$ cat src/rtl/window_scheduler.sv
// Window scheduler: tracks ring-buffer slot completions and issues analysis windows to the hannifier.
// Optional WSCHED_OVERRUN_CNT_EN adds a saturating overrun_count output.
module window_scheduler #(
   parameter int unsigned ADDR_W    = 13,
   parameter int unsigned SLOT_LOG2 = 11,
   parameter int unsigned WIN_SLOTS = 3
) (
   input  logic                        clk,
   input  logic                        reset,
   input  logic                        enable,
   input  logic                        wr_valid,
   input  logic [ADDR_W-1:0]           wr_addr,
   output logic                        win_go,
   output logic [ADDR_W-SLOT_LOG2-1:0] win_start,
   input  logic                        win_done,
   output logic                        busy,
   output logic                        overrun
`ifdef WSCHED_OVERRUN_CNT_EN
   ,
   output logic [15:0]                 overrun_count
`endif
);

   localparam int unsigned SLOT_W = ADDR_W - SLOT_LOG2;
   localparam int unsigned FILL_W = $clog2(WIN_SLOTS + 1);

   typedef enum logic [2:0] {ST_IDLE, ST_FILL, ST_ISSUE, ST_ACTIVE, ST_WAIT} state_t;

   state_t             state_q, state_d;
   logic               slot_done, ready, in_flight;
   logic [SLOT_W-1:0]  cur_slot, ready_start;
   logic [FILL_W-1:0]  fill_q, fill_d, fill_inc;
   logic               pend_q, pend_d;
   logic [SLOT_W-1:0]  pend_start_q, pend_start_d, start_q, start_d;
   logic               win_go_q, win_go_d, busy_q, busy_d, overrun_q, overrun_d;
   logic [15:0]        ocnt_q, ocnt_d;

   assign slot_done   = wr_valid && (&wr_addr[SLOT_LOG2-1:0]);
   assign cur_slot    = wr_addr[ADDR_W-1:SLOT_LOG2];
   assign fill_inc    = (fill_q < FILL_W'(WIN_SLOTS)) ? fill_q + FILL_W'(1) : fill_q;
   assign ready       = slot_done && (state_q != ST_IDLE) && (fill_inc == FILL_W'(WIN_SLOTS));
   assign ready_start = cur_slot - SLOT_W'(WIN_SLOTS - 1);
   assign in_flight   = (state_q == ST_ISSUE) || (state_q == ST_ACTIVE);

   // State register
   always_ff @(posedge clk) begin
      if (reset) state_q <= ST_IDLE;
      else       state_q <= state_d;
   end

   // Next-state logic
   always_comb begin
      state_d = state_q;
      case (state_q)
         ST_IDLE:   if (enable) state_d = ST_FILL;
         ST_FILL,
         ST_WAIT: begin
            if (!enable)    state_d = ST_IDLE;
            else if (ready) state_d = ST_ISSUE;
         end
         ST_ISSUE:  state_d = ST_ACTIVE;
         ST_ACTIVE: begin
            if (win_done) begin
               if (!enable)              state_d = ST_IDLE;
               else if (pend_q || ready) state_d = ST_ISSUE;
               else                      state_d = ST_WAIT;
            end
         end
         default:   state_d = ST_IDLE;
      endcase
   end

   // Datapath and registered-output next values
   always_comb begin
      fill_d       = fill_q;
      pend_d       = pend_q;
      pend_start_d = pend_start_q;
      start_d      = start_q;
      overrun_d    = overrun_q;
      ocnt_d       = ocnt_q;

      if (state_q == ST_IDLE) begin
         if (enable) begin
            fill_d    = '0;
            pend_d    = 1'b0;
            overrun_d = 1'b0;
            ocnt_d    = '0;
         end
      end else if (slot_done) begin
         fill_d = fill_inc;
      end

      // One pending slot; a newer ready window replaces it and counts as an overrun
      if (in_flight && !enable) begin
         pend_d = 1'b0;
      end else if (in_flight && ready) begin
         if (pend_q) begin
            overrun_d = 1'b1;
            ocnt_d    = (ocnt_q != 16'hFFFF) ? ocnt_q + 16'd1 : ocnt_q;
         end
         pend_d       = 1'b1;
         pend_start_d = ready_start;
      end

      if ((state_q == ST_FILL || state_q == ST_WAIT) && enable && ready)
         start_d = ready_start;

      if (state_q == ST_ACTIVE && win_done && enable && pend_d) begin
         start_d = pend_start_d;
         pend_d  = 1'b0;
      end

      if (state_d == ST_IDLE) start_d = '0;

      win_go_d = (state_d == ST_ISSUE);
      busy_d   = (state_d == ST_ISSUE) || (state_d == ST_ACTIVE);
   end

   always_ff @(posedge clk) begin
      if (reset) begin
         fill_q       <= '0;
         pend_q       <= 1'b0;
         pend_start_q <= '0;
         start_q      <= '0;
         win_go_q     <= 1'b0;
         busy_q       <= 1'b0;
         overrun_q    <= 1'b0;
         ocnt_q       <= '0;
      end else begin
         fill_q       <= fill_d;
         pend_q       <= pend_d;
         pend_start_q <= pend_start_d;
         start_q      <= start_d;
         win_go_q     <= win_go_d;
         busy_q       <= busy_d;
         overrun_q    <= overrun_d;
         ocnt_q       <= ocnt_d;
      end
   end

   assign win_go    = win_go_q;
   assign win_start = start_q;
   assign busy      = busy_q;
   assign overrun   = overrun_q;
`ifdef WSCHED_OVERRUN_CNT_EN
   assign overrun_count = ocnt_q;
`else
   logic unused_ocnt;
   assign unused_ocnt = ^ocnt_q;
`endif

endmodule
$ cat config.mk
export PLATFORM = sky130hd
export DESIGN_NAME = window_scheduler
export DESIGN_NICKNAME = d
export VERILOG_FILES = /design/src/rtl/window_scheduler.sv
export SDC_FILE = /design/constraint.sdc
export NUM_CORES = 1
export LEC_CHECK = 0
export BUFFER_PORTS_ARGS = -buffer_cell sky130_fd_sc_hd__buf_2
export CAP_MARGIN = 10
export CORE_AREA = 2 2 41 43
export CTS_CLUSTER_DIAMETER = 120
export DETAILED_ROUTE_END_ITERATION = 6
export DIE_AREA = 0 0 43 45
export PLACE_DENSITY_LB_ADDON = 0.15
export SETUP_SLACK_MARGIN = 0.2
export SLEW_MARGIN = 10
export SYNTH_ARGS = -nofsm -noshare
export SYNTH_HDL_FRONTEND = slang
export SYNTH_SLANG_ARGS = --single-unit
$ cat constraint.sdc
create_clock -name clk -period 2.5 [get_ports clk]
set_input_delay 0.125 -clock clk [delete_from_list [all_inputs] [get_ports clk]]
set_output_delay 0.125 -clock clk [all_outputs]
set_load 0.02 [all_outputs]
==> results.txt, run 1 <==
number of flops mapped to enable cells by yosys -> 0
CP Data Arrival Time -> 1770 ps
Layout area overhead -> 14.80%
WL/cell -> 12.66 um
Sink Count -> 13
vias per cell -> 5.575
GRT Total Usage -> 0.1775
RSZ-0062 raised after global routing -> no
#FFs+latches synth -> 13
Inserted Clock Buffers -> 3
NetSw -> 0.09181 mW
final setup fails -> 0
RePlAce Congestion -> 0.7279
hpwl dp -> 1.166 mm
htree depth -> 1
port bufs -> 22
first-pass GRT wire length -> 2.573 mm
Simple-Gate Fraction of Synth Area -> 0.2840
worst rel slew slack -> 0.7238
Leak -> 0.4097 nW
CTS resizes -> 0
die footprint -> 0.001935 mm2
Core Region -> 0.001471 mm2
largest family of logic cells by synthesized area -> simple AND/OR/NAND/NOR gates
area leader, netlist -> dfxtp_1
PwrDens -> 442.9 mW/mm2
Fin Setup TNS -> 0 ps
Worst setup SP type -> flip-flop
area of the mapped netlist -> 735.7 um2
initial antenna violation count -> 0
Synthesis Warnings -> 0
Storage cell area -> 260.3 um2
CTS root buf -> clkbuf_4
fin area -> 844.6 um2
CP max stage cell -> dfxtp_1
Post-synth ARST share -> 0
final hold violation count -> 0
Post-Synthesis Net Count -> 101
fin crit share -> 0.6425
sequential power share -> 0.561
XOR/XNOR Fraction of Synth Area -> 0.01190
Peak VDD IR -> 399.7 uV
Post-DP Area -> 817.0 um2
cell-internal power -> 0.2823 mW
Fin Clk Skew -> 12.40 ps
Tmin final -> 1606 ps
DIE HEIGHT -> 45 um
fmax -> 622.6 MHz
CTS Hold Bufs -> 0
Tot Pwr -> 0.3741 mW
largest cells by area after synthesis -> dfxtp_1 35%, o21a_1 5.1%, nor2_1 4.6%
largest net degree at the start of global routing -> 12
# nets final -> 123
detailed-route via count -> 669
Mapped Cells -> 83
status -> finished, final reports clean
post-synthesis mux area share -> 0
required time worst endpoint -> 2660 ps
grt ovf -> 0
Max Root-Sink Buffers -> 2
top cell type's share of synthesized area -> 0.3537
Synth Flop Type -> dfxtp_1
Avg Cell Area, Syn -> 8.864 um2
CTS tree -> done
DRC Markers -> 0
crit-path cells -> nand2_1 -> or3_4 -> nor3_1 -> a311oi_2
setup bufs post-CTS -> 0
Sw Share -> 0.2454
WS Path Type -> flip-flop to flip-flop
CP peak stage delay -> 500 ps
Commonest cells post-synth -> 13 x dfxtp_1, 9 x nor2_1, 7 x inv_1, 7 x nand2_1
DR pass1 iterations -> 4
reg-to-reg setup timing slack -> 890 ps
IO Count -> 23
Initial Utilization -> 0.5000
Seq/Total Area, Yosys -> 0.3537
worst-path maximum fanout -> 7
area fraction in compound gates after synthesis -> 0.2483
routed wire length -> 1.519 mm
Finished Core Util -> 0.5740
1st-iter DRT viols -> 25
fraction of layout cells with a size suffix above 1 -> 0.3173
HP Class -> input port to flip-flop
top-count cell post-synth -> dfxtp_1
ant diodes -> 0
Max Cap Viol -> 0
combinational power share -> 0.083
die extent in x -> 43 um
Worst-Margin Slew -> 412.5 ps
Hold WS -> 47.72 ps
Slew Limit Fails -> 0
Synth Area in Adders -> 0
fillers -> 144
vias in the first global route -> 602
crit end category -> flip-flop
Routed Antenna Nets -> 0
Clock Pin Slew Worst Setup and Hold Paths -> 90 ps
multi-input logic area -> 400.4 um2
Synth cell types -> 33
worst skew pair latency -> 290 ps
Rows -> 14
clock power share -> 0.357
layout by cell type (no fill, tap or decap), types with 2 or more instances in the layout:
cell and count:
a22oi_1 2, nand2_1 7, and4_1 2, clkbuf_4 3
o211ai_1 2, o21ai_0 3, a21oi_1 3, o21a_1 5
inv_1 7, nor3_1 5, nor2_1 9, buf_2 22
dfxtp_1 13
kinds of logic after synthesis:
group | Yosys count
xor+xnor | 1
buf+inv | 12
compound gates | 24
flops | 13
simple gates | 33
layout make-up:
cell class,instances,area share
multi-input cells,58,0.4741
flip-flops and latches,13,0.3081
repair buffers,22,0.1304
inverters,7,0.03111
clock buffers,3,0.02667
well taps,16,0.02370
clock inverters,1,0.005926
worst max-delay path: cells and delay by family, from the launching register on:
family | cells | cell delay, ps
DFF | 1 | 500
AOI/OAI and AO/OA | 1 | 60
and+or+nand+nor | 3 | 920
final timing paths:
path / from / end / cells past startpoint
max reg2reg: state_q[0] / win_start[0] / 4
max: state_q[0] / win_start[0] / 4
min: reset / fill_q[1] / 2
min reg2reg: fill_q[0] / fill_q[1] / 2
power groups by stage:
| stage | Combinational [mW] | Clock [mW] | Sequential, mW |
|---|---|---|---|
| floorplan | 0.0185 | 0 | 0.213 |
| global placement | 0.0301 | 0 | 0.214 |
| detailed placement | 0.0310 | 0 | 0.215 |
| CTS | 0.0311 | 0.136 | 0.210 |
| global route | 0.0352 | 0.146 | 0.210 |
| finish | 0.0309 | 0.133 | 0.210 |
stage by stage:
stage	cells	setup slack, ps
CTS	120	904.4
detailed placement	116	916.4
global placement	116	919.1
global route	120	813.3
floorplan	83	1111
finish	120	893.7
metal layers:
metal	vias to the layer above	wire length (um)	track usage
li1	346	-	-
met1	301	688	0.2233
met2	18	720	0.2909
met3	4	92	0.06000
met4	0	17	0.05455
met5	-	0	0
state kept, by name (all words and copies together) (netlist names):
signal,count
overrun,1
win_start,2
state_q,3
pend_start_q,2
pend_q,1
fill_q,2
busy,1
win_go,1
Power figures use the tool's default switching activity.
==> inputs of run 2 (changes only) <==
--- a/config.mk
+++ b/config.mk
@@ -5,12 +5,13 @@
 export SDC_FILE = /design/constraint.sdc
 export NUM_CORES = 1
 export LEC_CHECK = 0
+export ABC_AREA = 1
 export BUFFER_PORTS_ARGS = -buffer_cell sky130_fd_sc_hd__buf_2
 export CAP_MARGIN = 10
-export CORE_AREA = 2 2 41 43
+export CORE_AREA = 2 2 44 46
 export CTS_CLUSTER_DIAMETER = 120
 export DETAILED_ROUTE_END_ITERATION = 6
-export DIE_AREA = 0 0 43 45
+export DIE_AREA = 0 0 46 48
 export PLACE_DENSITY_LB_ADDON = 0.15
 export SETUP_SLACK_MARGIN = 0.2
 export SLEW_MARGIN = 10
==> constraint.sdc (replaced) <==
create_clock -name clk -period 1.66 [get_ports clk]
set_input_delay 0.083 -clock clk [delete_from_list [all_inputs] [get_ports clk]]
set_output_delay 0.083 -clock clk [all_outputs]
set_load 0.02 [all_outputs]
==> results.txt, run 2 <==
status -> finished, final reports clean
CTS root buf -> clkbuf_4
final hold violation count -> 0
RePlAce Congestion -> 0.7941
WS Path Type -> flip-flop to flip-flop
fin crit share -> 0.8630
most frequent cells in the layout -> 38 x nand2_1, 22 x buf_2, 12 x inv_1, 11 x nor2_1, 10 x dfxtp_1
largest net degree at the start of global routing -> 13
M1 WL -> 769 um
crit-path cells -> inv_2 -> nand2_2 -> nand2_2 -> nor2_4 -> nand2_4 -> a21oi_4 -> nor2_2 -> nand2_1 -> nand2_1 -> nor2_1
CP peak stage delay -> 370 ps
RR Startpoint -> state_q[2]
die extent in x -> 46 um
Sink Count -> 13
Synth cell types -> 22
cell family with most CP delay -> simple AND/OR/NAND/NOR gates
Commonest cells post-synth -> 39 x nand2_1, 13 x dfxtp_1, 13 x inv_1
Worst R2R End -> win_start[1]
length of routed met2 wiring -> 934 um
Tmin final -> 1433 ps
PwrDens -> 571.7 mW/mm2
Worst-Margin Slew -> 513.4 ps
Avg Cell Area, Syn -> 6.579 um2
Worst path depth -> 10
#FFs+latches synth -> 13
final setup fails -> 0
Leak -> 0.5032 nW
Tot Pwr -> 0.5815 mW
Max Cap Viol -> 0
RSZ-0062 raised after global routing -> yes
worst-path maximum fanout -> 5
Mapped Cells -> 124
Synth Flop Type -> dfxtp_1
Finished Core Util -> 0.6022
Layout area overhead -> 24.69%
most common cell after layout, fill and taps aside -> nand2_1
max layer used -> met4
vias in the first global route -> 696
initial antenna violation count -> 0
largest cells by area after synthesis -> dfxtp_1 32%, nand2_1 18%, inv_1 6.0%
Post-synth ARST share -> 0
area leader, netlist -> dfxtp_1
worst rel slew slack -> 0.6573
crit path buf inv count -> 1
port bufs -> 22
crit end category -> flip-flop
top-count cell post-synth -> nand2_1
area of the mapped netlist -> 815.8 um2
htree depth -> 1
Rows -> 15
Inserted Clock Buffers -> 3
Seq/Total Area, Yosys -> 0.3190
number of flops mapped to enable cells by yosys -> 0
IO Count -> 23
Peak VDD IR -> 530.1 uV
die footprint -> 0.002208 mm2
top cell type's share of synthesized area -> 0.3190
Worst Reg2Reg Path Length in Cells -> 10
vias per cell -> 5.131
HP Class -> input port to flip-flop
fillers -> 160
reg-to-reg setup timing slack -> 230 ps
required time worst endpoint -> 1880 ps
GRT Total Usage -> 0.1774
fraction of layout cells with a size suffix above 1 -> 0.3576
Worst setup SP type -> flip-flop
CP Data Arrival Time -> 1650 ps
1st-iter DRT viols -> 21
WL/cell -> 10.93 um
DR pass1 iterations -> 4
worst skew pair latency -> 280 ps
largest register by flop count -> state_q
Routed Antenna Nets -> 0
fmax -> 698.0 MHz
Post-Synthesis Net Count -> 142
first-pass GRT wire length -> 2.739 mm
Fin Setup TNS -> 0 ps
Max Root-Sink Buffers -> 2
Core Region -> 0.001689 mm2
DIE HEIGHT -> 48 um
Synthesis Warnings -> 0
CTS tree -> done
hpwl dp -> 1.412 mm
detailed-route via count -> 862
grt ovf -> 0
Slew Limit Fails -> 0
met3 routed WL -> 98 um
number of flip-flops in the largest register -> 3
CP max stage cell -> dfxtp_2
Fin Clk Skew -> 1.479 ps
Clock Pin Slew Worst Setup and Hold Paths -> 80 ps
routed wire length -> 1.836 mm
# nets final -> 170
critical path startpoint -> state_q[2]
DRC Markers -> 0
ant diodes -> 0
CP Capture Point -> win_start[1]
Initial Utilization -> 0.4830
-- run 2: changes by cell type in the layout (fill, tap and decap cells not counted), sizes merged, moves of 3 or more --
cell   before  now
nand3       1    7
a21oi       3    9
and4        3    0
inv         7   17
nand4       2    7
nor3        6    1
nand2       7   43
nor2        9   19
buf        22   26
o21a        5    0
-- run 2: what timing repair did --
action	in CTS	in global routing
setup endpoints to repair	2	2
setup buffers	1	2
pin swaps	1	6
hold buffers	0	0
resized for setup	1	11
gates cloned	0	0
-- run 2: worst min path at each step --
stage / startpoint / to / slack, ps / cells after the start
floorplan: reset / fill_q[1] / 260 / 3
global placement: reset / state_q[1] / 400 / 2
detailed placement: reset / pend_start_q[0] / 410 / 2
CTS: reset / overrun / 120 / 2
global route: reset / state_q[2] / 120 / 2
finish: reset / overrun / 110 / 2
-- run 2: area by class of cell --
class / count / area, um2 / area share
Multi-Input combinational cell: 91 / 491.7 / 0.4834
Tap cell: 17 / 21.27 / 0.02091
Timing Repair Buffer: 26 / 147.6 / 0.1451
Inverter: 17 / 63.81 / 0.06273
Sequential cell: 13 / 266.5 / 0.2620
Clock buffer: 4 / 26.28 / 0.02583
-- run 2: kinds of logic (layout without fill, tap and decap cells) --
logic type | after synthesis | count (layout) | share of synthesized area
compound gates | 14 | 14 | 0.1104
buf+inv | 20 | 47 | 0.1058
simple gates | 77 | 77 | 0.4647
flops | 13 | 13 | 0.3190
-- run 2: routing by layer --
metal	up-vias	track usage
met5	-	0
li1	450	-
met1	379	0.2045
met2	28	0.3056
met4	0	0.1200
met3	5	0.02264
-- run 2: worst register-to-register path, stage by stage (launching register included) --
cell     delay (ps)
dfxtp_2         370
inv_2            60
nand2_2          70
nand2_2          60
nor2_4          210
nand2_4         100
a21oi_4         210
nor2_2           80
nand2_1          70
nand2_1          60
nor2_1           80
-- run 2: stage by stage --
stage                     worst slack (ps)  area (um2)  hold slack [ps]  std cells
after detailed placement             158.0       932.1            406.2        161
after floorplan                      394.6       815.8            256.9        124
after global placement               196.6       932.1            396.1        161
after CTS                            225.6       967.2            115.2        166
after global routing                 128.6        1017            121.8        168
final                                227.4        1017            111.8        168
-- run 2: power by group --
group | leakage [nW] | switching, mW | total, mW | internal (mW)
sequential | 0.107 | 0.00270 | 0.316 | 0.313
clock | 0.0150 | 0.100 | 0.194 | 0.0933
combinational | 0.382 | 0.0423 | 0.0723 | 0.0301
